--- src/rtl/cdb_arbiter_if.sv ---
// rtl/cdb_arbiter_if.sv - request/result bus bundle between functional units and the CDB arbiter
interface cdb_arbiter_if #(
  parameter int NUM_UF = 4,
  parameter int TAG_W  = 3,
  parameter int DATA_W = 16
);
  logic [NUM_UF-1:0]        req;
  logic [NUM_UF*TAG_W-1:0]  req_tag;
  logic [NUM_UF*DATA_W-1:0] req_data;
  logic                     cdb_stall;
  logic                     flush;
  logic [NUM_UF-1:0]        grant;
  logic                     cdb_valid;
  logic [TAG_W-1:0]         cdb_tag;
  logic [DATA_W-1:0]        cdb_data;
  logic [15:0]              bcast_count;
  logic                     err_tag0;

  modport master (
    output req, req_tag, req_data, cdb_stall, flush,
    input  grant, cdb_valid, cdb_tag, cdb_data, bcast_count, err_tag0
  );

  modport slave (
    input  req, req_tag, req_data, cdb_stall, flush,
    output grant, cdb_valid, cdb_tag, cdb_data, bcast_count, err_tag0
  );
endinterface

--- src/rtl/cdb_arbiter.sv ---
// rtl/cdb_arbiter.sv - round-robin common data bus arbiter with registered broadcast and statistics
module cdb_arbiter #(
  parameter int NUM_UF = 4,
  parameter int TAG_W  = 3,
  parameter int DATA_W = 16
) (
  input logic          Clock,
  input logic          Reset,
  cdb_arbiter_if.slave bus
);
  localparam int PTR_W = $clog2(NUM_UF);
  localparam logic [NUM_UF-1:0] ONE_UF = NUM_UF'(1);

  logic [PTR_W-1:0]  r_rr_ptr;
  logic              r_cdb_valid;
  logic [TAG_W-1:0]  r_cdb_tag;
  logic [DATA_W-1:0] r_cdb_data;
  logic [15:0]       r_bcast_count;
  logic              r_err_tag0;

  logic              w_grant_en;
  logic              w_grant_any;
  logic [NUM_UF-1:0] w_req_hi;
  logic [NUM_UF-1:0] w_pick_hi;
  logic [NUM_UF-1:0] w_pick_all;
  logic [NUM_UF-1:0] w_onehot;
  logic [TAG_W-1:0]  w_win_tag;
  logic [DATA_W-1:0] w_win_data;
  logic [PTR_W-1:0]  w_win_idx;
  logic [PTR_W-1:0]  w_next_ptr;

  // Requests at or above the pointer take precedence; otherwise wrap to the lowest one.
  assign w_req_hi    = bus.req & ({NUM_UF{1'b1}} << r_rr_ptr);
  assign w_pick_hi   = w_req_hi & (~w_req_hi + ONE_UF);
  assign w_pick_all  = bus.req & (~bus.req + ONE_UF);
  assign w_onehot    = (|w_req_hi) ? w_pick_hi : w_pick_all;

  assign w_grant_en  = !Reset && !bus.cdb_stall && !bus.flush;
  assign w_grant_any = w_grant_en && (|bus.req);
  assign bus.grant   = w_grant_en ? w_onehot : '0;

  always_comb begin
    w_win_tag  = '0;
    w_win_data = '0;
    w_win_idx  = '0;
    for (int i = 0; i < NUM_UF; i++) begin
      if (w_onehot[i +: 1] == 1'b1) begin
        w_win_tag  = bus.req_tag[i*TAG_W +: TAG_W];
        w_win_data = bus.req_data[i*DATA_W +: DATA_W];
        w_win_idx  = PTR_W'(i);
      end
    end
  end

  assign w_next_ptr = (w_win_idx == PTR_W'(NUM_UF - 1)) ? '0 : w_win_idx + PTR_W'(1);

  always_ff @(posedge Clock or posedge Reset) begin
    if (Reset) begin
      r_rr_ptr      <= '0;
      r_cdb_valid   <= 1'b0;
      r_cdb_tag     <= '0;
      r_cdb_data    <= '0;
      r_bcast_count <= '0;
      r_err_tag0    <= 1'b0;
    end else if (w_grant_any) begin
      // A tag-0 result is consumed but never broadcast; it only raises the sticky error.
      r_cdb_valid <= (w_win_tag != '0);
      r_cdb_tag   <= w_win_tag;
      r_cdb_data  <= w_win_data;
      r_rr_ptr    <= w_next_ptr;
      if (w_win_tag != '0) begin
        r_bcast_count <= r_bcast_count + 16'd1;
      end else begin
        r_err_tag0 <= 1'b1;
      end
    end else begin
      r_cdb_valid <= 1'b0;
    end
  end

  assign bus.cdb_valid   = r_cdb_valid;
  assign bus.cdb_tag     = r_cdb_tag;
  assign bus.cdb_data    = r_cdb_data;
  assign bus.bcast_count = r_bcast_count;
  assign bus.err_tag0    = r_err_tag0;
endmodule
--- src/flat_wrapper.sv ---
// flat-port wrapper written by rule: the top's interface ports become plain ports
module cdb_arbiter_flat 
#(
  parameter int NUM_UF = 4,
  parameter int TAG_W  = 3,
  parameter int DATA_W = 16
)
  (Clock, Reset, bus_req, bus_req_tag, bus_req_data, bus_cdb_stall, bus_flush, bus_grant, bus_cdb_valid, bus_cdb_tag, bus_cdb_data, bus_bcast_count, bus_err_tag0);
  cdb_arbiter_if #(.NUM_UF(NUM_UF), .TAG_W(TAG_W), .DATA_W(DATA_W)) bus_i ();
  input logic Clock;
  input logic Reset;
  input wire logic [$bits(bus_i.req)-1:0] bus_req;
  input wire logic [$bits(bus_i.req_tag)-1:0] bus_req_tag;
  input wire logic [$bits(bus_i.req_data)-1:0] bus_req_data;
  input wire logic [$bits(bus_i.cdb_stall)-1:0] bus_cdb_stall;
  input wire logic [$bits(bus_i.flush)-1:0] bus_flush;
  output wire logic [$bits(bus_i.grant)-1:0] bus_grant;
  output wire logic [$bits(bus_i.cdb_valid)-1:0] bus_cdb_valid;
  output wire logic [$bits(bus_i.cdb_tag)-1:0] bus_cdb_tag;
  output wire logic [$bits(bus_i.cdb_data)-1:0] bus_cdb_data;
  output wire logic [$bits(bus_i.bcast_count)-1:0] bus_bcast_count;
  output wire logic [$bits(bus_i.err_tag0)-1:0] bus_err_tag0;
  assign bus_i.req = bus_req;
  assign bus_i.req_tag = bus_req_tag;
  assign bus_i.req_data = bus_req_data;
  assign bus_i.cdb_stall = bus_cdb_stall;
  assign bus_i.flush = bus_flush;
  assign bus_grant = bus_i.grant;
  assign bus_cdb_valid = bus_i.cdb_valid;
  assign bus_cdb_tag = bus_i.cdb_tag;
  assign bus_cdb_data = bus_i.cdb_data;
  assign bus_bcast_count = bus_i.bcast_count;
  assign bus_err_tag0 = bus_i.err_tag0;
  cdb_arbiter #(.NUM_UF(NUM_UF), .TAG_W(TAG_W), .DATA_W(DATA_W)) u_core (.Clock(Clock), .Reset(Reset), .bus(bus_i));
endmodule
--- config.mk ---
export PLATFORM = sky130hd
export DESIGN_NAME = cdb_arbiter_flat
export DESIGN_NICKNAME = d
export VERILOG_FILES = /design/src/rtl/cdb_arbiter_if.sv /design/src/rtl/cdb_arbiter.sv /design/src/flat_wrapper.sv
export SDC_FILE = /design/constraint.sdc
export NUM_CORES = 1
export LEC_CHECK = 0
export BUFFER_PORTS_ARGS = -buffer_cell sky130_fd_sc_hd__buf_2
export CORE_MARGIN = 2
export CORE_UTILIZATION = 30
export DETAILED_ROUTE_END_ITERATION = 6
export GPL_TIMING_DRIVEN = 0
export SLEW_MARGIN = 20
export SYNTH_ARGS = -nofsm -noshare
export SYNTH_HDL_FRONTEND = slang
export SYNTH_SLANG_ARGS = --single-unit
--- constraint.sdc ---
create_clock -name Clock -period 3.08 [get_ports Clock]
set_clock_uncertainty 0.05 [all_clocks]
set_input_delay 0.616 -clock Clock [delete_from_list [all_inputs] [get_ports Clock]]
set_output_delay 0.616 -clock Clock [all_outputs]
set_load 0.01 [all_outputs]
# Yosys cells after proc, flatten, opt, wreduce, memory -nomap -nowiden
# Index checks and enable logic that the tools add are counted.
[totals]
register_bits = 39
word_cells = 44
[classes]
addsub = 4
shift = 1
n_mux = 15
eq_ne = 1
bitwise_logic = 6
n_reduce_logical = 11
[ops]
columns = ["cell", "count"]
rows = [
  ["2-to-1 mux 16 bit", 4],
  ["adder 16 x 1 -> 16 bit, second input constant", 1],
  ["AND 4 bit", 3],
  ["2-to-1 mux 3 bit", 4],
  ["adder 4 x 1 -> 4 bit, second input constant", 2],
  ["2-to-1 mux 4 bit", 2],
  ["inverter 4 bit", 2],
  ["OR reduction 4 bit", 2],
  ["2-to-1 mux 2 bit", 3],
  ["AND reduction 2 bit", 2],
  ["left shift 4 x 2 -> 4 bit, first input constant", 1],
  ["logical AND 1 bit", 3],
  ["zero test 1 bit", 3],
  ["nonzero test 3 bit", 1],
  ["adder 2 x 1 -> 2 bit, second input constant", 1],
  ["== test 2 bit, second input constant", 1],
  ["2-to-1 mux 1 bit", 2],
  ["inverter 1 bit", 1],
]

# Longest topological paths before layout
[depth]
depth_word = 13
depth_mapped = 10

# Least setup slack after synthesis
# Ideal clock, no wire load.
[synth_timing]
kind = "input -> output"
startpoint = "input bus_req[2]"
endpoint = "output bus_grant[1]"
required_ps = 2414
stages = 6
path_slack_ps = 562
t_arrival_ps = 1852
path_cell_list = "buf_6 -> a21oi_1 -> o211a_2 -> clkbuf_1 -> clkbuf_1 -> nor2b_1"
[synth_between]
elab_chain_cells = 4
[synth_lines]
columns = ["element", "line_no", "source"]
rows = [
  ["from (decl)", "flat_wrapper.sv:12", "input wire logic [$bits(bus_i.req)-1:0] bus_req;"],
  ["AND 4 bit", "cdb_arbiter.sv:33", "assign w_req_hi = bus.req & ({NUM_UF{1'b1}} << r_rr_ptr);"],
  ["OR reduction 4 bit", "cdb_arbiter.sv:36", "assign w_onehot = (|w_req_hi) ? w_pick_hi : w_pick_all;"],
  ["2-to-1 mux 4 bit", "cdb_arbiter.sv:36", ""],
  ["2-to-1 mux 4 bit", "cdb_arbiter.sv:40", "assign bus.grant = w_grant_en ? w_onehot : '0;"],
  ["to (decl)", "flat_wrapper.sv:17", "output wire logic [$bits(bus_i.grant)-1:0] bus_grant;"],
]
# No other way between the ends.

# Final worst setup path
[layout_timing]
startpoint = "input bus_req[0]"
endpoint = "output bus_grant[1]"
[layout_between]
elab_chain_cells = 6
[layout_lines]
columns = ["element", "line_no", "source"]
rows = [
  ["AND 4 bit", "cdb_arbiter.sv:33", ""],
  ["inverter 4 bit", "cdb_arbiter.sv:34", "assign w_pick_hi = w_req_hi & (~w_req_hi + ONE_UF);"],
  ["adder 4 x 1 -> 4 bit", "cdb_arbiter.sv:34", ""],
  ["AND 4 bit", "cdb_arbiter.sv:34", ""],
  ["2-to-1 mux 4 bit *", "cdb_arbiter.sv:36", ""],
  ["2-to-1 mux 4 bit *", "cdb_arbiter.sv:40", ""],
]
# Every way passes the cells marked *; elsewhere a longest branch is shown, timed or not.

==> results.md <==
- Status: finished clean
- Worst slew margin: 62.6%
- Synth Register Bits: 39
- DIE AREA: 8330 sq um
- Critical path peak fanout: 10
- Clock Sinks: 39
- Synthesized instance count: 232
- Crit-path slowest cell: clkbuf_1
- Core box area: 7330 sq um
- Final instance area: 3150 sq um
- Cts bufs inserted: 5
- Routed WL per cell: 15.3 um
- Synthesized Nets: 317
- Post-synthesis cell type count: 45
- DRT iter0 DRCs: 108
- Routability congestion estimate: 0.821
- Crit path kind: in2out
- RSZ-0062 raised after global routing: no
- Final Critical Period: 2.93 ns
- Leakage: 1.50 nW
- Maxcap violations: 0
- CP arrival: 2.27 ns
- Max incr delay on CP: 0.43 ns
- Initial antenna violation count: 0
- Skew-Pair Late Insertion Delay: 0.28 ns
- Clock transition at path regs: 0.07 ns
- CTS tree: built
- H-Tree Depth: 2
- Most frequent cells in the layout: buf_2 (124), dfrtp_1 (39), nand2_1 (26)
- Seq/Total Area, Yosys: 42.7%
- Multi-input logic area: 1150 sq um
- Std cell rows: 31
- # diodes: 0
- FILL cells: 765
- Yosys warns: 0
- WP data required: 2.41 ns
- Leading cell type in the layout, fill and taps excluded: buf_2
- Post-layout util: 42.9%
- Largest net degree at the start of global routing: 25
- Final worst slack: 0.146 ns
- Router iterations before antenna repair: 5
- Die X: 91.3 um
- Startpoint types: input port
- TNS Setup: 0 ns
- Final critical-path share of the clock period: 95.3%
- Initial Utilization: 31.2%
- Reg area: 976 sq um
- Synth Flop Type: dfrtp_1
- Area delta synth->final: 37.7%
- HP Class: in2async
- PD cells: 578 nW/um^2
- Port bufs: 123
- CTS Hold Buffers Added: 0
- R2R Setup Slk: 0.82 ns
- Syn_area_per_cell: 9.85 sq um
- Nets: 448
- Root Driver: clkbuf_8
- Postcts setup bufs: 0
- Setup Viol. Count Final: 0
- Post-synth EDFFs: 0
- Vias in the first global route: 2432
- Worst IR Drop VDD: 0.228 mV
- Crit. End Element: primary output
- Hold Fails Final Rpt: 0
- Total power: 1.82 mW
- Worst Path Buf+Inv: 4
- Top Ports: 125
- Vias per cell: 5.16
- Global route overflow: 0
- Final wirelength: 7100 um
- Critical Path, Cell by Cell: buf_2 -> o21ai_0 -> o211a_2 -> clkbuf_1 -> clkbuf_2 -> nor2b_1 -> buf_2
- Layout cells sized above 1: 43.7%
- Least-Margin Pin Slew: 0.559 ns
- Cell mode on critical path: buf_2
- Max Buffers Root-to-Sink: 2
- GRT Resource Usage Total: 17.4%
- Final number of max-transition violations: 0
- FFs w/ async S/R, synth: 100%
- Post-route DRC: 0
- Netlist Area Pre-Place: 2290 sq um
- First-pass GRT wire length: 11600 um
- ANT nets after route: 0
- Fmax achieved: 0.341 GHz
- DR vias: 2389
- Die height: 91.3 um
- Placed cell area: 3050 sq um
- Cell family with most CP delay: buffers and inverters
- Hpwl dp: 5530 um
- Pre-CTS WS: 0.0235 ns
-- synth_stat cells, types with 2 or more instances --
cell	number	area, sq um
and3_1	2	12.5
dfrtp_1	39	976
or3_1	2	12.5
o211ai_1	3	22.5
xnor2_1	3	26.3
clkbuf_1	9	33.8
buf_6	5	56.3
o21ai_1	2	10.0
a22oi_1	3	22.5
a311oi_2	7	105
inv_1	8	30.0
or2_1	2	12.5
buf_4	4	30.0
xor2_1	11	96.3
nor2b_1	4	25.0
nand3_1	3	15.0
o21a_1	3	22.5
a31o_1	3	26.3
o21ai_0	5	25.0
nand2_1	26	97.6
a21oi_1	2	10.0
a21o_1	2	15.0
a222oi_1	16	160
a311oi_1	3	26.3
a31oi_1	19	119
nor2_1	21	78.8
nor3_1	5	25.0
nand4_1	3	18.8
-- state kept, by name, summed over array words and instances (netlist names) --
| name | count |
|---|---|
| u_core.bus.bcast_count | 16 |
| u_core.bus.cdb_data | 16 |
| u_core.bus.cdb_tag | 3 |
| u_core.bus.cdb_valid | 1 |
| u_core.bus.err_tag0 | 1 |
| u_core.r_rr_ptr | 2 |
-- worst register-to-register path, delay by kind of cell, from the launching register on --
kind | cells | cell delay (ns)
AO/OA/AOI/OAI | 3 | 0.89
buffers and inverters | 2 | 0.45
flip-flops | 1 | 0.36
AND/OR/NAND/NOR | 2 | 0.37
-- per-stage QoR --
step           hold slack (ns)  std cells
4_1_cts                  0.267        463
3_5_place_dp             0.404        455
6_report                 0.261        463
5_1_grt                  0.291        463
3_3_place_gp             0.399        454
2_1_floorplan            0.453        232
-- metal layers --
metal | routed length, um | share of wire, % | global-route usage (%)
met5 | 0 | 0 | 0
met1 | 2940 | 41 | 21.3
met2 | 3560 | 50 | 30.6
met4 | 38 | 0.54 | 3.54
met3 | 557 | 7.8 | 4.81
-- area by class of cell --
cell class                      instances  share of cell area, %
Multi-Input combinational cell        166                   36.7
Inverter                                8                  0.954
Sequential cell                        39                   31.0
Tap cell                               99                   3.94
Timing Repair Buffer                  124                   20.2
Buffer                                 19                   4.02
Clock buffer                            8                   3.18
-- kinds of logic (layout without fill, tap and decap cells) --
logic type,count (synthesis),count (layout),share of synthesized area (%)
buffers and inverters,27,159,6.79
and+or+nand+nor,73,73,14.8
DFF,39,39,42.7
xor gates and xnor gates,14,14,5.36
AOI/OAI and AO/OA,77,77,29.3
adders and majority gates,1,1,0.547
muxes,1,1,0.493
-- where the power goes --
part	internal, mW	switching [mW]	total, mW	leakage [nW]
Clock	0.205	0.177	0.381	0.0515
Sequential	0.624	0.0803	0.704	0.466
Combinational	0.316	0.416	0.732	0.980
-- what timing repair did --
item                       CTS  global route
hold endpoints to repair     0             0
gates resized for setup      0             2
setup endpoints to repair    0             1
-- path summary, 6_finish.rpt --
| kind | start | to | depth (start not counted) |
|---|---|---|---|
| worst min register to register | u_core.bus.bcast_count[15]$_DFFE_PP0P_ | u_core.bus.bcast_count[15]$_DFFE_PP0P_ | 1 |
| worst max-delay path | bus_req[0] | bus_grant[1] | 7 |
| worst max register to register | u_core.r_rr_ptr[1]$_DFFE_PP0P_ | u_core.bus.cdb_data[7]$_DFFE_PP0P_ | 7 |
| worst min-delay path | Reset | u_core.bus.cdb_data[8]$_DFFE_PP0P_ | 2 |
| max in group asynchronous | Reset | u_core.bus.bcast_count[5]$_DFFE_PP0P_ | 3 |
| min in group Clock | u_core.bus.bcast_count[15]$_DFFE_PP0P_ | u_core.bus.bcast_count[15]$_DFFE_PP0P_ | 1 |
Power figures use the tool's default switching activity.
